--- src/rtl/riscv_pkg.sv ---
// Shared encodings for the multi-cycle RV32I control path.
//   - opcode constants for the supported instruction classes
//   - ALUOp / ALUControl codes
//   - mux select encodings for ResultSrc, ALUSrcA, ALUSrcB, ImmSrc
//   - FSM state enum
package riscv_pkg;

    localparam logic [6:0] OP_LOAD   = 7'h03;
    localparam logic [6:0] OP_ITYPE  = 7'h13;
    localparam logic [6:0] OP_STORE  = 7'h23;
    localparam logic [6:0] OP_RTYPE  = 7'h33;
    localparam logic [6:0] OP_BRANCH = 7'h63;
    localparam logic [6:0] OP_JAL    = 7'h6F;

    localparam logic [1:0] ALUOP_ADD  = 2'b00;
    localparam logic [1:0] ALUOP_SUB  = 2'b01;
    localparam logic [1:0] ALUOP_FUNC = 2'b10;

    localparam logic [2:0] ALU_ADD = 3'b000;
    localparam logic [2:0] ALU_SUB = 3'b001;
    localparam logic [2:0] ALU_AND = 3'b010;
    localparam logic [2:0] ALU_OR  = 3'b011;
    localparam logic [2:0] ALU_SLT = 3'b101;

    localparam logic [1:0] RES_ALUOUT = 2'b00;
    localparam logic [1:0] RES_DATA   = 2'b01;
    localparam logic [1:0] RES_ALURES = 2'b10;

    localparam logic [1:0] SRCA_PC    = 2'b00;
    localparam logic [1:0] SRCA_OLDPC = 2'b01;
    localparam logic [1:0] SRCA_RS1   = 2'b10;

    localparam logic [1:0] SRCB_RS2  = 2'b00;
    localparam logic [1:0] SRCB_IMM  = 2'b01;
    localparam logic [1:0] SRCB_FOUR = 2'b10;

    localparam logic [1:0] IMM_I = 2'b00;
    localparam logic [1:0] IMM_S = 2'b01;
    localparam logic [1:0] IMM_B = 2'b10;
    localparam logic [1:0] IMM_J = 2'b11;

    typedef enum logic [3:0] {
        S_FETCH,
        S_DECODE,
        S_MEMADR,
        S_MEMREAD,
        S_MEMWB,
        S_MEMWRITE,
        S_EXEC_R,
        S_EXEC_I,
        S_ALUWB,
        S_BEQ,
        S_JAL,
        S_TRAP,
        S_FAULT
    } state_t;

endpackage

--- src/rtl/mc_alu_decoder.sv ---
// ALU operation decoder (combinational).
//   i_aluop     : 00 add, 01 sub, 10 decode funct3
//   i_funct3    : IR[14:12]
//   i_funct7b5  : IR[30]
//   i_opb5      : IR[5], distinguishes R-type (sub allowed) from I-type
//   o_aluctrl   : ALU operation code
module mc_alu_decoder
    import riscv_pkg::*;
#(
    parameter int ALUCTRL_W = 3
) (
    input  logic [1:0]           i_aluop,
    input  logic [2:0]           i_funct3,
    input  logic                 i_funct7b5,
    input  logic                 i_opb5,
    output logic [ALUCTRL_W-1:0] o_aluctrl
);

    logic [2:0] w_code;

    always_comb begin
        w_code = ALU_ADD;
        unique case (i_aluop)
            ALUOP_ADD: w_code = ALU_ADD;
            ALUOP_SUB: w_code = ALU_SUB;
            ALUOP_FUNC: begin
                case (i_funct3)
                    // addi never subtracts: funct7[5] only means sub for R-type
                    3'b000:  w_code = (i_opb5 && i_funct7b5) ? ALU_SUB : ALU_ADD;
                    3'b010:  w_code = ALU_SLT;
                    3'b110:  w_code = ALU_OR;
                    3'b111:  w_code = ALU_AND;
                    default: w_code = ALU_ADD;
                endcase
            end
            default: w_code = ALU_ADD;
        endcase
    end

    assign o_aluctrl = ALUCTRL_W'(w_code);

endmodule

--- src/rtl/multicycle_control_unit.sv ---
// Multi-cycle RV32I control unit: Moore FSM sequencing Fetch/Decode/
// Execute/Memory/Writeback over a shared-ALU, single-memory datapath.
//   clk, rst           : clock, synchronous active-low reset
//   Op/funct3/funct7   : instruction fields from IR
//   Zero               : ALU zero flag (branch decision)
//   MemReady           : memory completes the current access
//   MemReq..ImmSrc     : datapath enables and mux selects
//   ALUControl         : ALU operation
//   InstrDone          : retire pulse
//   Illegal / Fault    : sticky trap / memory-timeout indicators
module multicycle_control_unit
    import riscv_pkg::*;
#(
    parameter int MEM_TIMEOUT = 15,
    parameter bit EN_JAL      = 1'b1,
    parameter int ALUCTRL_W   = 3
) (
    input  logic                 clk,
    input  logic                 rst,
    input  logic [6:0]           Op,
    input  logic [2:0]           funct3,
    input  logic [6:0]           funct7,
    input  logic                 Zero,
    input  logic                 MemReady,
    output logic                 MemReq,
    output logic                 PCWrite,
    output logic                 AdrSrc,
    output logic                 IRWrite,
    output logic                 MemWrite,
    output logic                 RegWrite,
    output logic [1:0]           ResultSrc,
    output logic [1:0]           ALUSrcA,
    output logic [1:0]           ALUSrcB,
    output logic [1:0]           ImmSrc,
    output logic [ALUCTRL_W-1:0] ALUControl,
    output logic                 InstrDone,
    output logic                 Illegal,
    output logic                 Fault
);

    // Counter only needs to reach MEM_TIMEOUT-1
    localparam int CNT_W = (MEM_TIMEOUT > 1) ? $clog2(MEM_TIMEOUT) : 1;
    localparam logic [CNT_W-1:0] CNT_LAST = CNT_W'((MEM_TIMEOUT > 0) ? MEM_TIMEOUT - 1 : 0);

    state_t           r_state;
    state_t           w_next;
    state_t           w_dec;
    logic [CNT_W-1:0] r_wait;
    logic             w_memreq_st;
    logic             w_timeout;
    logic [1:0]       w_aluop;
    logic             w_unused_f7;

    assign w_unused_f7 = ^{funct7[6], funct7[4:0]};

    // Memory-access states, independent of reset gating
    assign w_memreq_st = (r_state == S_FETCH) || (r_state == S_MEMREAD) ||
                         (r_state == S_MEMWRITE);

    // MemReady in the last allowed cycle still wins over the timeout
    assign w_timeout = (MEM_TIMEOUT != 0) && w_memreq_st && !MemReady &&
                       (r_wait == CNT_LAST);

    always_comb begin
        w_next = r_state;
        case (r_state)
            S_FETCH: begin
                if (MemReady)       w_next = S_DECODE;
                else if (w_timeout) w_next = S_FAULT;
            end
            S_DECODE: begin
                case (Op)
                    OP_LOAD, OP_STORE: w_next = S_MEMADR;
                    OP_RTYPE:          w_next = S_EXEC_R;
                    OP_ITYPE:          w_next = S_EXEC_I;
                    OP_BRANCH:         w_next = S_BEQ;
                    OP_JAL:            w_next = EN_JAL ? S_JAL : S_TRAP;
                    default:           w_next = S_TRAP;
                endcase
            end
            S_MEMADR:   w_next = (Op == OP_STORE) ? S_MEMWRITE : S_MEMREAD;
            S_MEMREAD: begin
                if (MemReady)       w_next = S_MEMWB;
                else if (w_timeout) w_next = S_FAULT;
            end
            S_MEMWB:    w_next = S_FETCH;
            S_MEMWRITE: begin
                if (MemReady)       w_next = S_FETCH;
                else if (w_timeout) w_next = S_FAULT;
            end
            S_EXEC_R:   w_next = S_ALUWB;
            S_EXEC_I:   w_next = S_ALUWB;
            S_ALUWB:    w_next = S_FETCH;
            S_BEQ:      w_next = S_FETCH;
            S_JAL:      w_next = S_ALUWB;
            S_TRAP:     w_next = S_TRAP;
            S_FAULT:    w_next = S_FAULT;
            default:    w_next = S_FETCH;
        endcase
    end

    always_ff @(posedge clk) begin
        if (!rst) begin
            r_state <= S_FETCH;
            r_wait  <= '0;
        end else begin
            r_state <= w_next;
            if (w_next != r_state)
                r_wait <= '0;
            else if (MEM_TIMEOUT != 0 && w_memreq_st && !MemReady)
                r_wait <= r_wait + CNT_W'(1);
        end
    end

    // During reset the selects show the FETCH encoding
    assign w_dec = rst ? r_state : S_FETCH;

    always_comb begin
        MemReq    = 1'b0;
        PCWrite   = 1'b0;
        AdrSrc    = 1'b0;
        IRWrite   = 1'b0;
        MemWrite  = 1'b0;
        RegWrite  = 1'b0;
        InstrDone = 1'b0;
        ResultSrc = RES_ALUOUT;
        ALUSrcA   = SRCA_PC;
        ALUSrcB   = SRCB_RS2;
        w_aluop   = ALUOP_ADD;
        case (w_dec)
            S_FETCH: begin
                MemReq    = 1'b1;
                ALUSrcB   = SRCB_FOUR;
                ResultSrc = RES_ALURES;
                IRWrite   = MemReady;
                PCWrite   = MemReady;
            end
            S_DECODE: begin
                ALUSrcA = SRCA_OLDPC;
                ALUSrcB = SRCB_IMM;
            end
            S_MEMADR: begin
                ALUSrcA = SRCA_RS1;
                ALUSrcB = SRCB_IMM;
            end
            S_MEMREAD: begin
                MemReq = 1'b1;
                AdrSrc = 1'b1;
            end
            S_MEMWB: begin
                ResultSrc = RES_DATA;
                RegWrite  = 1'b1;
                InstrDone = 1'b1;
            end
            S_MEMWRITE: begin
                MemReq    = 1'b1;
                AdrSrc    = 1'b1;
                MemWrite  = 1'b1;
                InstrDone = MemReady;
            end
            S_EXEC_R: begin
                ALUSrcA = SRCA_RS1;
                ALUSrcB = SRCB_RS2;
                w_aluop = ALUOP_FUNC;
            end
            S_EXEC_I: begin
                ALUSrcA = SRCA_RS1;
                ALUSrcB = SRCB_IMM;
                w_aluop = ALUOP_FUNC;
            end
            S_ALUWB: begin
                ResultSrc = RES_ALUOUT;
                RegWrite  = 1'b1;
                InstrDone = 1'b1;
            end
            S_BEQ: begin
                ALUSrcA   = SRCA_RS1;
                ALUSrcB   = SRCB_RS2;
                w_aluop   = ALUOP_SUB;
                ResultSrc = RES_ALUOUT;
                PCWrite   = Zero;
                InstrDone = 1'b1;
            end
            S_JAL: begin
                // PC <- target already in ALUOut; ALU forms OldPC+4 for rd
                ALUSrcA   = SRCA_OLDPC;
                ALUSrcB   = SRCB_FOUR;
                ResultSrc = RES_ALUOUT;
                PCWrite   = 1'b1;
            end
            default: ;
        endcase
        if (!rst) begin
            MemReq    = 1'b0;
            PCWrite   = 1'b0;
            IRWrite   = 1'b0;
            MemWrite  = 1'b0;
            RegWrite  = 1'b0;
            InstrDone = 1'b0;
        end
    end

    always_comb begin
        case (Op)
            OP_STORE:  ImmSrc = IMM_S;
            OP_BRANCH: ImmSrc = IMM_B;
            OP_JAL:    ImmSrc = IMM_J;
            default:   ImmSrc = IMM_I;
        endcase
    end

    // Both are absorbing states, so state-derived flags stay set until reset
    assign Illegal = (r_state == S_TRAP);
    assign Fault   = (r_state == S_FAULT);

    mc_alu_decoder #(.ALUCTRL_W(ALUCTRL_W)) u_alu_dec (
        .i_aluop    (w_aluop),
        .i_funct3   (funct3),
        .i_funct7b5 (funct7[5]),
        .i_opb5     (Op[5]),
        .o_aluctrl  (ALUControl)
    );

endmodule

--- config.mk ---
export PLATFORM = sky130hd
export DESIGN_NAME = multicycle_control_unit
export DESIGN_NICKNAME = d
export VERILOG_FILES = /design/src/rtl/riscv_pkg.sv /design/src/rtl/mc_alu_decoder.sv /design/src/rtl/multicycle_control_unit.sv
export SDC_FILE = /design/constraint.sdc
export NUM_CORES = 1
export LEC_CHECK = 0
export ABC_CLOCK_PERIOD_IN_PS = 2750
export CAP_MARGIN = 25
export CELL_PAD_IN_SITES_DETAIL_PLACEMENT = 1
export CELL_PAD_IN_SITES_GLOBAL_PLACEMENT = 1
export CORE_MARGIN = 1
export CORE_UTILIZATION = 29
export CTS_CLUSTER_DIAMETER = 60
export DETAILED_ROUTE_END_ITERATION = 12
export PLACE_DENSITY_LB_ADDON = 0.1
export SLEW_MARGIN = 0
export SYNTH_ARGS = -nofsm -noshare
export SYNTH_HDL_FRONTEND = slang
export SYNTH_SLANG_ARGS = --single-unit
--- constraint.sdc ---
create_clock -name clk -period 2.75 [get_ports clk]
set_input_delay 0.55 -clock clk [delete_from_list [all_inputs] [get_ports clk]]
set_output_delay 0.55 -clock clk [all_outputs]
set_load 0.05 [all_outputs]
==> results.md, run 1 <==
- Outcome: complete, no violations
- Ant diodes: 0
- Crit. End Element: primary output
- Fillers: 433
- Finished layout cell area: 1762 um^2
- Drt pass-1 iters: 4
- Most frequent cell after synthesis: nor2_1
- DP HPWL: 2.901 mm
- CTS clk-pin slew, worst paths: 0.05 ns
- Share of cells above drive strength 1: 0.2732
- FFs w/ async S/R, synth: 0
- ANT nets after route: 0
- Row count: 21
- Sw Share: 0.4746
- Peak VDD IR: 0.2926 mV
- Comb power frac: 0.739
- Crit start category: input port
- Final Non-Filler Cells: 240
- Grt met1 use: 0.2575
- Die height: 61.70 um
- CP Data Required Time: 2.20 ns
- Worst EP arrival: 2.13 ns
- Initial core utilization: 0.3073
- Number of synthesized flops with an enable pin: 0
- Initial antenna violation count: 0
- Core area: 3363 um^2
- Gr usage total: 0.2078
- WS Path Type: input port to primary output
- Total routed wirelength: 3.583 mm
- Reg power frac: 0.157
- Slew @ Worst Pin: 0.4865 ns
- Worst-Skew Late Latency: 0.27 ns
- Crit share post-route: 0.9730
- Unrepaired setup endpoints after global routing: false
- GR Util met2: 0.3733
- Total gr overflow: 0
- WL/cell: 14.93 um
- CP max FO: 3
- Vias: 1251
- Dpl cells: 236
- Area delta synth->final: 70.46%
- Synth top area share: 0.1550
- Slew Limit Fails: 0
- Setup violations, final: 0
- Final GP Congestion: 0.8233
- Yosys cell types: 45
- DRC violations left: 0
- Ports: 41
- Largest net degree at the start of global routing: 19
- Peak Freq: 373.7 MHz
- Max-cap check violation count: 0
- Most used routing layer: met2
- Hold Violations, Final: 0
- Pleak: 0.7546 nW
- Final min period: 2.676 ns
- Cell internal pwr: 0.4748 mW
- TritonCTS buffer count: 3
- Primary FF master, synth: dfxtp_1
- Synthesis-stage register bit count: 8
- Post-Syn Instances: 150
- Synth cell count leaders: nor2_1 (24), nand2_1 (14), a21oi_1 (11), inv_1 (11)
- DR vias/cell: 5.213
- First DRT Iteration DRCs: 25
- Clk pwr share: 0.104
- Final setup skew: 0.008159 ns
- H-tree levels: 1
- Warning count from the yosys run: 0
- Final #Nets: 221
- Cell Area, Synth: 1033 um^2
- Net switching power: 0.4288 mW
- Synthesized area per cell: 6.890 um^2
- TritonCTS Sinks: 8
- CTS root buf: clkbuf_4
- Vias in the first global route: 1245
- Dpl cell area: 1708 um^2
- Largest area contributor in the netlist: dfxtp_1
- Slew headroom: 0.6711
- First-pass GRT wire length: 5.830 mm
- I/O Buffers: 34
- Met3 usage: 0.04141
- Sequential area share after synthesis: 0.1550
- Die Wd: 61.70 um
- CTS max path bufs: 2
- Die Footprint: 3806 um^2
- Pwr/cell area: 512.9 nW/um^2
- Worst Hold Class: flip-flop to flip-flop
- Synth top area cells: dfxtp_1 (15%), nor2_1 (8.7%), a21oi_1 (5.3%)
- CTS tree: yes
- Mapped Nets: 175
[critical path, cell delays in order]
cell	delay, ns
dlygate4sd2_1	0.25
nand2_1	0.09
or3_1	0.41
ha_4	0.29
nor4_4	0.35
buf_12	0.18
[layer usage]
metal,share of wire,vias to the layer above
li1,-,622
met4,0.0017,0
met3,0.040,2
met5,0,-
met1,0.43,604
met2,0.53,23
[repair_timing]
item	4_1_cts	5_1_grt
pin swaps	2	2
setup endpoints to repair	3	2
resized for setup	3	4
setup buffers	1	0
hold buffers	0	0
hold endpoints to repair	0	0
[path summary, 6_finish.rpt]
| kind | end | slack, ns | cells past startpoint | startpoint |
|---|---|---|---|---|
| min reg2reg | r_wait[1] | 0.56 | 2 | r_wait[1] |
| max reg2reg | r_wait[3] | 0.61 | 7 | r_state[1] |
| min | r_wait[1] | 0.56 | 2 | r_wait[1] |
| max | ALUControl[2] | 0.07 | 6 | rst |
[layout make-up]
class	count	area (um^2)	area share
multi-input cells	123	853.3	0.4844
repair buffers	49	626.9	0.3558
flip-flops and latches	8	160.2	0.09091
well taps	46	57.56	0.03267
clock buffers	3	22.52	0.01278
inverters	11	41.29	0.02344
[logic make-up (layout without fill, tap and decap cells)]
logic type / count (synthesis) / in the layout / synth area share
buffers and inverters: 19 / 63 / 0.08111
DFF: 8 / 8 / 0.1550
and+or+nand+nor: 74 / 74 / 0.3596
adders and majority gates: 4 / 4 / 0.04843
muxes: 3 / 3 / 0.03148
AOI/OAI and AO/OA: 35 / 35 / 0.2579
xor gates and xnor gates: 7 / 7 / 0.06659
[layout by cell type (no fill, tap or decap), types with 2 or more instances in the layout]
master,n
nor2_1,22
buf_12,18
buf_4,17
nand2_1,13
clkdlybuf4s50_1,13
inv_1,11
a21oi_1,11
dfxtp_1,8
nor2b_1,7
nor3_1,7
nand3_1,5
o21ai_0,4
xnor2_1,4
o221ai_1,3
ha_1,3
clkbuf_4,3
and2b_1,2
a22oi_1,2
a31oi_1,2
nor3b_1,2
o41ai_2,2
xor2_1,2
and3_1,2
o2111ai_1,2
mux2_2,2
and2_1,2
[power by group through the flow]
stage | Clock (mW) | Sequential, mW | Combinational (mW)
3_5_place_dp | 0 | 0.144 | 0.664
6_report | 0.0943 | 0.142 | 0.668
4_1_cts | 0.0954 | 0.141 | 0.668
3_3_place_gp | 0 | 0.143 | 0.651
2_1_floorplan | 0 | 0.140 | 0.414
5_1_grt | 0.0997 | 0.143 | 0.720
[flip-flops by register name (all words and copies together) (netlist names)]
signal / flops
r_state: 4
r_wait: 4
[through the flow]
stage          setup TNS, ns  hold WS (ns)    util  worst slack (ns)  power [mW]
2_1_floorplan        -0.3230        0.4974       -           -0.1632      0.5538
3_3_place_gp         -0.3847        0.5306  0.5078           -0.2083      0.7939
3_5_place_dp         -0.6562        0.5687  0.5078           -0.3005      0.8080
4_1_cts                    0        0.5771  0.5179           0.05082      0.9046
5_1_grt                    0        0.6206  0.5238          0.008375      0.9635
6_report                   0        0.5649  0.5238           0.07415      0.9036
(Power assumes the default switching activity.)
==> run 2: changes to the inputs <==
--- a/config.mk
+++ b/config.mk
@@ -5,12 +5,13 @@
 export SDC_FILE = /design/constraint.sdc
 export NUM_CORES = 1
 export LEC_CHECK = 0
+export ABC_AREA = 1
 export ABC_CLOCK_PERIOD_IN_PS = 2750
 export CAP_MARGIN = 25
 export CELL_PAD_IN_SITES_DETAIL_PLACEMENT = 1
 export CELL_PAD_IN_SITES_GLOBAL_PLACEMENT = 1
 export CORE_MARGIN = 1
-export CORE_UTILIZATION = 29
+export CORE_UTILIZATION = 27
 export CTS_CLUSTER_DIAMETER = 60
 export DETAILED_ROUTE_END_ITERATION = 12
 export PLACE_DENSITY_LB_ADDON = 0.1
==> run 2 against run 1 <==
  * Die area up 4.5%
  * Synthesized area down 2.5%
  * Sequential share of layout area up 0.35 points
  * Setup slack better by 0.18 ns
  * First-iteration DRC count down 16%
  * Clock skew down 0.0056 ns
  * Flip-flop and latch count unchanged
  * Clock power up 41%
  * Sequential power up 32%
  * Critical path type is now flip-flop to primary output
  * Highest routed layer unchanged
==> results.md, run 2 <==
- Primary FF master, synth: dfxtp_1
- Initial antenna violation count: 0 (unchanged)
- Setup violations, final: 0 (unchanged)
- Largest area contributor in the netlist: dfxtp_1
- Dpl cells: 267 (+13%)
- Final setup skew: 0.002588 ns (-0.005572 ns)
- Finished layout cell area: 1697 um^2 (-3.7%)
- Vias: 1287 (+2.9%)
- Final Worst Setup Slack: 0.2577 ns (+0.1835 ns)
- Vias in the first global route: 1388 (+11%)
- Row count: 21 (unchanged)
- Ports: 41 (unchanged)
- Die Wd: 63.08 um (+2.2%)
- Final GP Congestion: 0.8068 (-2.0%)
- Slowest-stage cell, CP: clkdlybuf4s50_1
- CTS clk-pin slew, worst paths: 0.04 ns (about the same)
- DR vias/cell: 4.749 (-8.9%)
- CTS tree: yes
- Synth top area share: 0.1590 (+0.004043)
- CP max FO: 8 (+5)
- Synth cell count leaders: nand2_1 (39), nor2_1 (35), inv_1 (34)
- Unrepaired setup endpoints after global routing: false
- Worst EP arrival: 1.94 ns (-0.19 ns)
- Largest net degree at the start of global routing: 10 (-9)
- Peak Freq: 401.2 MHz (+7.4%)
- Warning count from the yosys run: 0 (unchanged)
- FFs w/ async S/R, synth: 0 (unchanged)
- CTS root buf: clkbuf_8
- Post-Syn Instances: 183 (+22%)
- Crit. End Element: primary output
- Max-cap check violation count: 0 (unchanged)
- Final min period: 2.492 ns (-0.1835 ns)
- WS Path Type: flip-flop to primary output
- Drt pass-1 iters: 4 (unchanged)
- Gr usage total: 0.1868 (-0.02101)
- Share of cells above drive strength 1: 0.2578 (-0.01542)
- Fillers: 444 (+2.5%)
- Cts hold-fix bufs: 0 (unchanged)
- Yosys cell types: 27 (-40%)
- Hold Violations, Final: 0 (unchanged)
- First DRT Iteration DRCs: 21 (-16%)
- Crit share post-route: 0.9063 (-0.06674)
- Slew @ Worst Pin: 0.4974 ns (+0.01089 ns)
- TritonCTS buffer count: 3 (unchanged)
- Core area: 3442 um^2 (+2.3%)
- Most frequent cell after synthesis: nand2_1
- Dpl cell area: 1618 um^2 (-5.3%)
- Cell Area, Synth: 1007 um^2 (-2.5%)
- Total gr overflow: 0 (unchanged)
- Crit start category: flip-flop
- Area delta synth->final: 68.45%
- Worst-Skew Late Latency: 0.22 ns (-0.05 ns)
- Die Footprint: 3978 um^2 (+4.5%)
- Most frequent cells in the layout: nand2_1 (39), inv_1 (31), nor2_1 (31), nand3_1 (20), buf_12 (17)
- Hold Crit Depth: 3 (+1)
- Max incr delay on CP: 0.81 ns (+0.40 ns)
- First-pass GRT wire length: 6.016 mm (+3.2%)
- I/O Buffers: 34 (unchanged)
- DRC violations left: 0 (unchanged)
- Number of synthesized flops with an enable pin: 0 (unchanged)
- Register-to-Register Path Depth: 12 (+5)
- Mapped Nets: 208 (+19%)
- Setup slack at placement: -0.1742 ns (+0.1262 ns)
- ANT nets after route: 0 (unchanged)
- DP HPWL: 3.039 mm (+4.7%)
- Pwr/cell area: 749.3 nW/um^2 (+46%)
- WL/cell: 13.24 um (-11%)
- Peak VDD IR: 0.3819 mV (+31%)
- Synth top area cells: dfxtp_1 (16%), nand2_1 (15%), nor2_1 (13%)
- Sequential area share after synthesis: 0.1590 (+0.004043)
- Worst Hold Class: flip-flop to flip-flop
- Synthesis-stage register bit count: 8 (unchanged)
- Total routed wirelength: 3.587 mm (+0.11%)
- Final #Nets: 252 (+14%)
- CP Data Required Time: 2.20 ns (about the same)
- Outcome: complete, no violations
- Final Non-Filler Cells: 271 (+13%)
- Die height: 63.08 um (+2.2%)
- Initial core utilization: 0.2926 (-0.01467)
- CTS max path bufs: 2 (unchanged)
- Slew headroom: 0.6674 (-0.003727)
- Synthesized area per cell: 5.504 um^2 (-20%)
- Commonest non-fill, non-tap cell in the layout: nand2_1
- H-tree levels: 1 (unchanged)
- TritonCTS Sinks: 8 (unchanged)
- Pleak: 0.7919 nW (+4.9%)
- Slew Limit Fails: 0 (unchanged)
- Top Registers: r_state (4), r_wait (4)
- Final setup TNS: 0 ns (unchanged)
- Ant diodes: 0 (unchanged)
- Crit-path cells: nor2_2 > nand3_1 > inv_1 > clkdlybuf4s50_1
[run 2: changes by cell type in the layout (fill, tap and decap cells not counted), sizes merged, moves of 7 or more]
cell   previous run  this run
a21oi            11         3
buf              35        25
nand2            14        48
nand3             5        22
nor2             24        43
inv              11        36
nor3              8         1
nor2b             7         0
[run 2: cell families after synthesis]
logic type / share of synthesized area
AOI/OAI and AO/OA: 0.07205
xor gates and xnor gates: 0.02609
adders and majority gates: 0.04969
buffers and inverters: 0.1491
DFF: 0.1590
and+or+nand+nor: 0.5441
[run 2: critical path: cells and delay by family (launching register included)]
| kind | cells | cell delay [ns] |
|---|---|---|
| buffers and inverters | 2 | 0.93 |
| flip-flops | 1 | 0.40 |
| AND/OR/NAND/NOR | 2 | 0.39 |
[run 2: cell type report]
cell class                 instances  area, um^2  area share
clock buffer                       3       41.29     0.02434
timing repair buffer              41       563.0      0.3319
tap                               46       57.56     0.03392
sequential                         8       160.2     0.09440
inverter                          36       135.1     0.07965
multi-input combinational        137       739.5      0.4358
[run 2: power by group]
group	switching (mW)	internal, mW
logic	0.582	0.370
clock network	0.0391	0.0942
registers	0.0451	0.141
total	0.666	0.605
[run 2: final timing paths]
kind | start | endpoint | slack [ns]
worst min register to register | r_wait[3] | r_wait[3] | 0.56
worst max register to register | r_state[1] | r_wait[3] | 1.04
worst max-delay path | r_state[1] | Fault | 0.26
worst min-delay path | r_wait[3] | r_wait[3] | 0.56
[run 2: what timing repair did]
action / 4_1_cts / 5_1_grt
buffers inserted: 0 / 1
resized for setup: 4 / 6
setup endpoints to repair: 3 / 3
pin swaps: 1 / 2
[run 2: layer usage]
metal / GRT usage / up-vias / share of wire
met4: 0.04360 / 0 / 0.016
met1: 0.2007 / 598 / 0.41
met3: 0.01993 / 8 / 0.028
li1: - / 652 / -
met2: 0.3777 / 29 / 0.55
met5: 0 / - / 0
[run 2: stage by stage]
stage          hold slack, ns  total power [mW]    util
6_report               0.5579             1.271  0.4929
5_1_grt                0.5897             1.365  0.4929
4_1_cts                0.5617             1.276  0.4878
3_5_place_dp           0.5527             1.130  0.4700
3_3_place_gp           0.5198             1.094  0.4700
2_1_floorplan          0.5015            0.7803       -
==> run 3: changes to the inputs <==
==> constraint.sdc (replaced) <==
create_clock -name clk -period 2.75 [get_ports clk]
set_input_delay 0.4125 -clock clk [delete_from_list [all_inputs] [get_ports clk]]
set_output_delay 0.4125 -clock clk [all_outputs]
set_load 0.05 [all_outputs]
==> run 3 against run 2 <==
  * Clock power up 3%
  * Fmax down 5.1%
  * Flip-flop and latch count unchanged
  * Clock-buffer cell count stayed put
  * Die area unchanged
  * Sequential share of layout area increased by 0.78 points
  * Global-route usage down 0.090 points
  * Clock skew is 0.00082 ns higher
  * Largest power group unchanged
==> results.md, run 3 (same netlist as run 2, synthesis figures left out) <==
- Total routed wirelength: 3.376 mm (-5.9%)
- Die Wd: 63.08 um (unchanged)
- Drt pass-1 iters: 4 (unchanged)
- WL/cell: 12.64 um (-4.5%)
- Worst-Skew Late Latency: 0.22 ns (about the same)
- Slew Limit Fails: 0 (unchanged)
- DRC violations left: 0 (unchanged)
- Row count: 21 (unchanged)
- H-tree levels: 1 (unchanged)
- Worst Hold Class: flip-flop to flip-flop
- Slew @ Worst Pin: 0.5021 ns (+0.004714 ns)
- Crit-path cells: clkdlybuf4s50_1 > inv_1 > nor2_1 > inv_1 > nor2_2 > inv_1 > ha_2 > nor4_4 > buf_12
- TritonCTS buffer count: 3 (unchanged)
- Die Footprint: 3978 um^2 (unchanged)
- Slew headroom: 0.6642 (-0.003153)
- Core area: 3442 um^2 (unchanged)
- Final hold slack: 0.5457 ns (-0.01224 ns)
- Setup violations, final: 0 (unchanged)
- Commonest non-fill, non-tap cell in the layout: nand2_1
- Largest net degree at the start of global routing: 9 (-1)
- Max incr delay on CP: 0.49 ns (-0.32 ns)
- Most frequent cells in the layout: nand2_1 (39), inv_1 (34), nor2_1 (34), nand3_1 (20), clkdlybuf4s50_1 (16)
- CTS max path bufs: 2 (unchanged)
- Pwr/cell area: 762.1 nW/um^2 (+1.7%)
- WS Path Type: input port to primary output
- Worst EP arrival: 2.21 ns (+0.27 ns)
- Outcome: complete, no violations
- Top Registers: r_state (4), r_wait (4)
- Area delta synth->final: 55.53%
- Ports: 41 (unchanged)
- Ant diodes: 0 (unchanged)
- ANT nets after route: 0 (unchanged)
- CTS clk-pin slew, worst paths: 0.04 ns (about the same)
- Total gr overflow: 0 (unchanged)
- Peak VDD IR: 0.3448 mV (-9.7%)
- CTS root buf: clkbuf_8
- WP buf/inv: 5 (+3)
- Initial antenna violation count: 0 (unchanged)
- TritonCTS Sinks: 8 (unchanged)
- Final #Nets: 248 (-1.6%)
- Final min period: 2.627 ns (+0.1350 ns)
- CP max FO: 5 (-3)
- First DRT Iteration DRCs: 35 (+67%)
- CTS tree: yes
- Die height: 63.08 um (unchanged)
- Vias: 1247 (-3.1%)
- Power Total: 1.194 mW (-6.1%)
- CP Data Required Time: 2.34 ns (+0.14 ns)
- First-pass GRT wire length: 5.934 mm (-1.4%)
- Peak Freq: 380.6 MHz (-5.1%)
- Most common cell type on the critical path: inv_1
- Final setup skew: 0.003411 ns (+0.0008235 ns)
- DP HPWL: 2.961 mm (-2.6%)
- Pleak: 0.7423 nW (-6.3%)
- I/O Buffers: 34 (unchanged)
- Vias in the first global route: 1373 (-1.1%)
- Initial core utilization: 0.2926 (unchanged)
- Slowest-stage cell, CP: clkdlybuf4s50_1
- Gr usage total: 0.1859 (-0.0009021)
- Crit start category: input port
- Crit share post-route: 0.9554 (+0.04910)
- DR vias/cell: 4.670 (-1.7%)
- Hold Violations, Final: 0 (unchanged)
- CP delay by family, top: buffers and inverters
- Share of cells above drive strength 1: 0.2172 (-0.04058)
- Final setup TNS: 0 ns (unchanged)
- Max-cap check violation count: 0 (unchanged)
- Final GP Congestion: 0.7566 (-6.2%)
- Crit. End Element: primary output
- Cts hold-fix bufs: 0 (unchanged)
==> run 3: changes by cell type in the layout (fill, tap and decap cells not counted), sizes merged <==
cell           previous run  this run
dlymetal6s2s              1         0
buf                      25        21
clkdlybuf4s50            15        16
==> run 3: final timing paths <==
path | start | to | slack (ns) | depth (start not counted)
worst max-delay path | rst | ALUControl[1] | 0.12 | 9
worst max register to register | r_wait[0] | r_wait[2] | 1.07 | 11
worst min register to register | r_wait[3] | r_wait[3] | 0.55 | 3
worst min-delay path | r_wait[3] | r_wait[3] | 0.55 | 3
==> run 3: final cells by class <==
type                       instances  area [um^2]
fill                             466         1876
sequential                         8        160.2
timing repair buffer              37        455.4
clock buffer                       3        41.29
inverter                          36        135.1
multi-input combinational        137        716.9
tap                               46        57.56
==> run 3: where the power goes <==
group / switching, mW / leakage (nW) / total (mW) / internal (mW)
registers: 0.0413 / 0.0651 / 0.183 / 0.141
clock network: 0.0424 / 0.0216 / 0.137 / 0.0945
logic: 0.557 / 0.656 / 0.874 / 0.318
total: 0.640 / 0.742 / 1.19 / 0.553
==> run 3: routing by layer <==
metal / up-vias / GRT usage / wire, um
met5: - / 0 / 0
met4: 0 / 0.04651 / 34
met2: 25 / 0.3669 / 1791
li1: 640 / - / -
met3: 6 / 0.02717 / 101
met1: 576 / 0.2013 / 1448
==> run 3: tightest hold or removal path: cells and delay by family, from the launching register on <==
family	cells	cell delay, ns
xor gates and xnor gates	1	0.08
buffers and inverters	1	0.05
DFF	1	0.33
and+or+nand+nor	1	0.04
==> run 3: what timing repair did <==
action | in CTS | in global routing
endpoints found under the setup margin | 1 | 1
pin swaps | 1 | 1
gates resized for setup | 1 | 2
buffers inserted | 0 | 0
==> run 3: metrics by stage <==
stage,cells,setup WS (ns),util,instance area [um^2]
2_1_floorplan,183,0.09072,-,1013
3_3_place_gp,264,0.05806,0.4391,1511
3_5_place_dp,264,-0.05968,0.4391,1511
4_1_cts,267,0.1297,0.4537,1562
5_1_grt,267,-0.005671,0.4551,1567
6_report,267,0.1227,0.4551,1567
